## src/rtl/board_clock_stepper.sv

```systemverilog
// board_clock_stepper: debounced push-button step source for the processor.
// Turns a raw active-low key into a one-cycle ProcEnable pulse for single-step,
// N-step burst or free-run execution, and exports the step count and status.
// Ports:
//   Clock, Resetn           board clock, asynchronous active-low reset
//   KeyStep                 raw push button, active-low, asynchronous
//   Mode[1:0]               00 single-step, 01 burst, 10 free-run, 11 hold
//   BurstLen[BURST_WIDTH]   pulses per burst, sampled at burst start
//   Divisor[DIV_WIDTH]      pulse period in cycles (0 and 1 = every cycle)
//   Halt                    synchronous stop request
//   ProcEnable              registered one-cycle step pulse
//   StepCount[15:0]         pulses issued since reset, wraps
//   Busy                    high while a burst or free-run is active
//   KeyLevel                debounced key level, 1 = pressed
module board_clock_stepper #(
  parameter int unsigned DEBOUNCE_CYCLES = 50000,
  parameter int unsigned DIV_WIDTH       = 26,
  parameter int unsigned BURST_WIDTH     = 8
) (
  input  logic                   Clock,
  input  logic                   Resetn,
  input  logic                   KeyStep,
  input  logic [1:0]             Mode,
  input  logic [BURST_WIDTH-1:0] BurstLen,
  input  logic [DIV_WIDTH-1:0]   Divisor,
  input  logic                   Halt,
  output logic                   ProcEnable,
  output logic [15:0]            StepCount,
  output logic                   Busy,
  output logic                   KeyLevel
);

  localparam int unsigned DB_W  = $clog2(DEBOUNCE_CYCLES + 1);
  localparam int unsigned CNT_W = 16;

  typedef enum logic [1:0] {
    S_IDLE  = 2'b00,
    S_BURST = 2'b01,
    S_RUN   = 2'b10
  } state_e;

  logic                   sync1_q, sync2_q;
  logic [DB_W-1:0]        db_cnt_q, db_cnt_d;
  logic                   key_level_q, key_level_d;
  logic                   key_prev_q;
  logic                   press;

  state_e                 state_q, state_d;
  logic [DIV_WIDTH-1:0]   div_cnt_q, div_cnt_d;
  logic [BURST_WIDTH-1:0] rem_q, rem_d;
  logic [DIV_WIDTH-1:0]   period;
  logic                   due;
  logic                   pulse_d;
  logic                   proc_en_q;
  logic [CNT_W-1:0]       step_cnt_q;
  logic                   busy_q;

  // Debounce: accept the synchronised level after DEBOUNCE_CYCLES disagreeing samples in a row
  always_comb begin
    db_cnt_d    = db_cnt_q;
    key_level_d = key_level_q;
    if (sync2_q == key_level_q) begin
      db_cnt_d = '0;
    end else if (db_cnt_q == DB_W'(DEBOUNCE_CYCLES - 1)) begin
      db_cnt_d    = '0;
      key_level_d = sync2_q;
    end else begin
      db_cnt_d = db_cnt_q + DB_W'(1);
    end
  end

  assign press  = key_level_q & ~key_prev_q;
  assign period = (Divisor == '0) ? DIV_WIDTH'(1) : Divisor;
  // div_cnt counts down to the next pulse; zero means a pulse is due this edge
  assign due    = (div_cnt_q == '0);

  // Sequencer next-state: Halt beats everything, a completing burst beats a press
  always_comb begin
    state_d   = state_q;
    div_cnt_d = div_cnt_q;
    rem_d     = rem_q;
    pulse_d   = 1'b0;
    case (state_q)
      S_IDLE: begin
        if (!Halt && press) begin
          case (Mode)
            2'b00: pulse_d = 1'b1;
            2'b01: begin
              if (BurstLen != '0) begin
                rem_d     = BurstLen;
                div_cnt_d = '0;
                state_d   = S_BURST;
              end
            end
            2'b10: begin
              div_cnt_d = '0;
              state_d   = S_RUN;
            end
            default: ;
          endcase
        end
      end
      S_BURST: begin
        if (Halt || Mode != 2'b01) begin
          state_d = S_IDLE;
        end else if (due && rem_q == BURST_WIDTH'(1)) begin
          pulse_d = 1'b1;
          rem_d   = '0;
          state_d = S_IDLE;
        end else if (press) begin
          state_d = S_IDLE;
        end else if (due) begin
          pulse_d   = 1'b1;
          rem_d     = rem_q - BURST_WIDTH'(1);
          div_cnt_d = period - DIV_WIDTH'(1);
        end else begin
          div_cnt_d = div_cnt_q - DIV_WIDTH'(1);
        end
      end
      S_RUN: begin
        if (Halt || Mode != 2'b10 || press) begin
          state_d = S_IDLE;
        end else if (due) begin
          pulse_d   = 1'b1;
          div_cnt_d = period - DIV_WIDTH'(1);
        end else begin
          div_cnt_d = div_cnt_q - DIV_WIDTH'(1);
        end
      end
      default: state_d = S_IDLE;
    endcase
  end

  // State and registered outputs
  always_ff @(posedge Clock or negedge Resetn) begin
    if (!Resetn) begin
      sync1_q     <= 1'b0;
      sync2_q     <= 1'b0;
      db_cnt_q    <= '0;
      key_level_q <= 1'b0;
      key_prev_q  <= 1'b0;
      state_q     <= S_IDLE;
      div_cnt_q   <= '0;
      rem_q       <= '0;
      proc_en_q   <= 1'b0;
      step_cnt_q  <= '0;
      busy_q      <= 1'b0;
    end else begin
      sync1_q     <= ~KeyStep;
      sync2_q     <= sync1_q;
      db_cnt_q    <= db_cnt_d;
      key_level_q <= key_level_d;
      key_prev_q  <= key_level_q;
      state_q     <= state_d;
      div_cnt_q   <= div_cnt_d;
      rem_q       <= rem_d;
      proc_en_q   <= pulse_d;
      busy_q      <= (state_d != S_IDLE);
      if (pulse_d) begin
        step_cnt_q <= step_cnt_q + CNT_W'(1);
      end
    end
  end

  assign ProcEnable = proc_en_q;
  assign StepCount  = step_cnt_q;
  assign Busy       = busy_q;
  assign KeyLevel   = key_level_q;

endmodule

```

## config.mk

```make
export PLATFORM = sky130hd
export DESIGN_NAME = board_clock_stepper
export DESIGN_NICKNAME = d
export VERILOG_FILES = /design/src/rtl/board_clock_stepper.sv
export SDC_FILE = /design/constraint.sdc
export NUM_CORES = 1
export LEC_CHECK = 0
export ABC_AREA = 1
export BUFFER_PORTS_ARGS = -buffer_cell sky130_fd_sc_hd__buf_2
export CORE_UTILIZATION = 55
export CTS_CLUSTER_DIAMETER = 30
export CTS_CLUSTER_SIZE = 30
export DETAILED_ROUTE_END_ITERATION = 8
export HOLD_SLACK_MARGIN = 0.12
export PLACE_DENSITY = 0.83
export RECOVER_POWER = 100
export SKIP_LAST_GASP = 1
export SYNTH_ARGS = -nofsm -noshare
export SYNTH_HDL_FRONTEND = slang
export SYNTH_SLANG_ARGS = --single-unit
```

## constraint.sdc

```tcl
create_clock -name Clock -period 2.55 [get_ports Clock]
set_input_delay 0 -clock Clock [delete_from_list [all_inputs] [get_ports Clock]]
set_output_delay 0 -clock Clock [all_outputs]
set_load 0.05 [all_outputs]
```

* Yosys cells after proc, flatten, opt, wreduce, memory -nomap -nowiden
Cells that the tools add are included.
** Operators by class
- Add/subtract/negate cells :: 5
- Multipliers :: 0
- Div/mod/pow operators :: 0
- Magnitude comparators :: 0
- Equality and inequality tests :: 20
- Shifts and indexed selects :: 0
- Muxes and demuxes :: 36
- Bitwise logic cells :: 4
- Reduce and logical (&&, ||, !) cells :: 17
** Operator list (number)
- $mux W26 :: 8
- $pmux W26 S3 :: 1
- $mux W8 :: 7
- $logic_not A26 Y1 :: 2
- $pmux W26 S2 :: 1
- $sub A26 B1 Y26 const B :: 2
- $add A16 B1 Y16 const B :: 2
- $mux W16 :: 2
- $eq A16 B16 Y1 const B :: 1
- $pmux W8 S2 :: 1
- $ne A2 B2 Y1 const B :: 7
- $mux W2 :: 6
- $ne A3 B3 Y1 const B :: 3
- $eq A8 B1 Y1 const B :: 1
- $reduce_and A8 Y1 :: 1
- $reduce_bool A8 Y1 :: 1
- $sub A8 B1 Y8 const B :: 1
- $mux W1 :: 7
- $reduce_and A7 Y1 :: 1
- $pmux W2 S3 :: 1
- $eq A2 B1 Y1 const B :: 2
- $eq A2 B2 Y1 const B :: 2
- $logic_not A2 Y1 :: 2
- $ne A2 B1 Y1 const B :: 2
- other kinds (12) :: 18
** Storage, ports and cells
- Register bits after elaboration :: 74
- Latch bits :: 0
- RAM bits :: 0
- Bits in read-only memories :: 0
- Input port bits :: 40
- Logic and storage cells :: 93
- Memories :: 0

* Logic depth before layout (Yosys ltp)
- Depth in word-level cells :: 8
- Mapped depth :: 18
- Depth with buffers taken out :: 17

* Worst setup path before layout
No wires, ideal clock.
- Kind :: flip-flop to flip-flop
- Start :: register div_cnt_q[23]
- End :: register div_cnt_q[16]
- Setup time :: 0.121 ns
- Arrival time :: 2.054 ns
- Data required time :: 2.429 ns
- Path slack :: 0.375 ns
- Cell stages (with the launch flop) :: 16
- Buffers on the path :: 0
- Path through :: dfrtp_1 -> nor2_1 -> nand2_1 -> nor2_1 -> nand3_1 -> nor2_4 -> nand3_1 -> nand2_2 -> ha_1 -> nand3_1 -> nor2_2 -> nand3_1 -> nor2_1 -> nand3_1 -> nand3_2 -> o21ai_1
** Between the ends
- Word-level cells in the longest chain between the ends :: 6
** RTL lines
- start, declared :: line 49 : logic [DIV_WIDTH-1:0] div_cnt_q, div_cnt_d;
- start signal, assigned :: line 155 : div_cnt_q <= div_cnt_d;
- $logic_not A26 Y1 * :: line 75 : assign due = (div_cnt_q == '0);
- $mux W26 :: line 112, 123
- $mux W26 :: line 110 : end else if (press) begin
- $mux W26 :: line 106 : end else if (due && rem_q == BURST_WIDTH'(1)) begin
- $mux W26 :: line 104 : if (Halt || Mode != 2'b01) begin
- $pmux W26 S3 :: line 83 : case (state_q)
Every way passes the cells marked *; elsewhere a longest branch is shown, timed or not. The select of a mux whose other input is x is not followed.
A chain may end at the register's enable or synchronous reset.

* Final worst setup path
- Start :: register div_cnt_q[23]
- End :: register div_cnt_q[10]
Same word-level chain as after synthesis.

==> run metrics <==
status complete, but fails checks; failing checks DRC, capacitance limit, slew limit; mapped cell area 0.00506 mm2; RR Startpoint div_cnt_q[23]$_DFFE_PN0P_; Worst R2R Setup Slack between 0.15 and 0.2 ns; cells after synthesis 751; R2R depth 15; CP Data Arrival Time 2.59 ns; Initial DRT Pass Iterations 7; Die Span X ~98 um; total power 2.38 mW; hold_ws 0.146 ns; area share of the largest cell type after synthesis a little over a third; met1 GRT Util a little over a third; Ports 59; setup TNS 0 ns; worst flop-to-flop path endpoint div_cnt_q[10]$_DFFE_PN0P_; largest net degree at the start of global routing 75; CTS sink cnt 74; adder-cell share of the synthesized area 2.97%; Crit path required time roughly 2.8 ns; root buffer cell clkbuf_8; Synth area leader dfrtp_1; combinational family with the most area after synthesis simple AND/OR/NAND/NOR gates; combinational power share 4.7%; Setup Crit Path Kind flip-flop to flip-flop; Place WS about 0.099 ns; number of H-tree levels 3; remaining global-route overflow 0; post-synthesis simple-gate area fraction a little under two fifths; cell-internal power 1.82 mW; Final Setup Violations 0; top area cells in the synthesized netlist dfrtp_1 (37%), nand2_1 (15%), inv_1 (8.4%), nor2_1 (7.6%), nand3_1 (6.4%); sw frac a little under a quarter; Sw Pwr 560 uW; CP Max Fanout 5; Final Util between 60 and 70%; Cell Pwr Density between 400 and 500 mW/mm2; CP Capture Type flip-flop; f_max around 0.42 GHz; Final #Nets between 800 and 900; Peak VDD IR about 0.28 mV; DP HPWL 9.55 mm; final period utilization just over 90%; Tmin final around 2.4 ns; Worst Skew ~0.012 ns; Diodes inserted 0; setup bufs post-CTS 0; port buffer count 58; xor and xnor area share after synthesis approximately 4.3%; via/cell ratio roughly 5.5; Async SR Flop Fraction between 90% and 100%; Hold WC Path Type input pin to flip-flop; die extent in y around 100 um; Fin. Hold Viols 0; sequential area share after synthesis a little over a third; Post-synth top cells nand2_1 (207), inv_1 (113), nor2_1 (102); Max Cap Viol 1; die area between 0.009 and 0.01 mm2; layer with the highest usage met2; Clock transition at path regs 0.09 ns; DR WL/cell 13.7 um; Cell variety after synth 39; Leakage roughly 2.8 nW; Final WS setup about 0.19 ns; startpoint types flip-flop; worst-case clock buffer depth 2; Slew HR -23.5%; final WL around 13 mm; vias in the first global route 4770; Yosys warning total 0; DRC 5; number of antenna-violating nets in the routed design 0; routing usage on met2 45.7%; post-synthesis compound-gate area fraction under 10%; Final Max Tran Viols 75; Area Growth Syn to Fin 15.1%; clock tree from TritonCTS built; core area 0.00881 mm2; global-route total usage across every layer 27.6%; worst-margin pin slew ~1.9 ns; Reg power frac between 40% and 50%; CTS Buf Count 9; number of synthesized flops with an enable pin 0; post-synthesis register bit count 74; mux contribution to synthesized area 0.222%; worst hold path depth 6; layout cells sized above 1 between 10% and 20%; worst hold endpoint div_cnt_q[23]$_DFFE_PN0P_; clock network latency to the later pin of the worst-skew pair 0.35 ns; Worst Min Path Start Divisor[23]; global-route wire length before repair between 20 and 25 mm; most frequent cell after synthesis nand2_1; syn avg cell area approximately 6.7 um2; dominant synthesized flop cell dfrtp_1; antenna violations before repair 0; via count 5138; FP Rows 34; GR Util met3 roughly 4.5%; GPL Wtd Cong 0.968; DR iter-0 viols 325; Starting Density around 57%; clock network fraction of design power a little under half; Mapped Nets 803
## power by group through the flow
stage / Sequential (mW) / Combinational, mW / Clock (mW)
finish: 1.18 / 0.113 / 1.08
global route: 1.18 / 0.127 / 1.16
CTS: 1.18 / 0.115 / 1.11
detailed placement: 1.20 / 0.102 / 0
global placement: 1.20 / 0.0972 / 0
floorplan: 1.20 / 0.0325 / 0
## area by class of cell
class	count	area [um2]
Fill cell	803	2980
Inverter	122	458
Clock buffer	10	138
Multi-Input combinational cell	541	2700
Timing Repair Buffer	78	448
Sequential cell	74	1850
Clock inverter	6	97.6
Tap cell	108	135
## kinds of logic after synthesis
logic type               count (synthesis)
AO/OA/AOI/OAI                           70
XOR/XNOR                                25
adder cells (fa/ha/maj)                 12
buffers and inverters                  136
flip-flops                              74
multiplexers                             1
AND/OR/NAND/NOR                        433
## metrics by stage
step | area (um2) | instances
4_1_cts | 5820 | 939
6_report | 5830 | 939
5_1_grt | 5830 | 939
3_5_place_dp | 5470 | 912
2_1_floorplan | 5060 | 751
3_3_place_gp | 5470 | 912
## layer usage
layer | vias up | share of wire, %
met4 | 0 | 2.9
li1 | 2518 | -
met5 | - | 0
met3 | 36 | 6.0
met2 | 209 | 48
met1 | 2375 | 43
## how the worst max path moves through the flow
| stage | start | to | slack [ns] | cells past startpoint |
|---|---|---|---|---|
| 2_1_floorplan | div_cnt_q[23]$_DFFE_PN0P_ | div_cnt_q[16]$_DFFE_PN0P_ | 0.38 | 15 |
| 3_3_place_gp | div_cnt_q[19]$_DFFE_PN0P_ | div_cnt_q[16]$_DFFE_PN0P_ | 0.19 | 15 |
| 3_5_place_dp | div_cnt_q[23]$_DFFE_PN0P_ | div_cnt_q[24]$_DFFE_PN0P_ | 0.1 | 15 |
| 4_1_cts | div_cnt_q[23]$_DFFE_PN0P_ | div_cnt_q[24]$_DFFE_PN0P_ | 0.09 | 15 |
| 5_1_grt | div_cnt_q[23]$_DFFE_PN0P_ | div_cnt_q[24]$_DFFE_PN0P_ | -0.003 | 15 |
| 6_report | div_cnt_q[23]$_DFFE_PN0P_ | div_cnt_q[10]$_DFFE_PN0P_ | 0.19 | 15 |
## worst max-delay path, cell delays in order, from the launching register on
cell	delay (ns)
dfrtp_1	0.40
nor2_1	0.16
nand2_1	0.08
nor2_1	0.09
nand3_1	0.12
nor2_4	0.11
nand3_1	0.10
nand2_2	0.11
ha_1	0.20
nand3_1	0.14
nor2_4	0.18
nand3_2	0.17
inv_2	0.13
nand3_1	0.07
nand3_1	0.10
o21ai_0	0.09
## timing repair
item,4_1_cts,5_1_grt
gates resized for setup,0,12
endpoints found under the hold margin,84,0
hold buffers,11,0
endpoints found under the setup margin,0,12
## state kept, by name (all words and copies together), names as in the netlist
register	cells
div_cnt_q	26
StepCount	16
db_cnt_q	16
rem_q	8
state_q	2
Busy	1
KeyLevel	1
ProcEnable	1
key_prev_q	1
sync1_q	1
sync2_q	1
## placed cells by master, fill, tap and decap left out, drive strengths merged
master       Yosys  routed
a21oi           14      14
a32oi            1       1
and3             2       2
buf             12      47
bufinv           0       2
clkbuf           2      30
clkinv           0       3
dfrtp           74      74
dlygate4sd3      0      11
ha              12      12
inv            122     123
mux2             1       1
nand2          211     211
nand3           68      68
nand3b           4       4
nand4           14      14
nor2           113     113
nor3            15      15
nor3b            2       2
nor4             3       3
o211ai           1       1
o21ai           34      34
o21bai           1       1
o221a            1       1
o221ai           1       1
o22ai           15      15
o311ai           1       1
o32ai            1       1
or2              1       1
xnor2           14      14
xor2            11      11
Note: power is estimated with default switching activity, not from simulation.
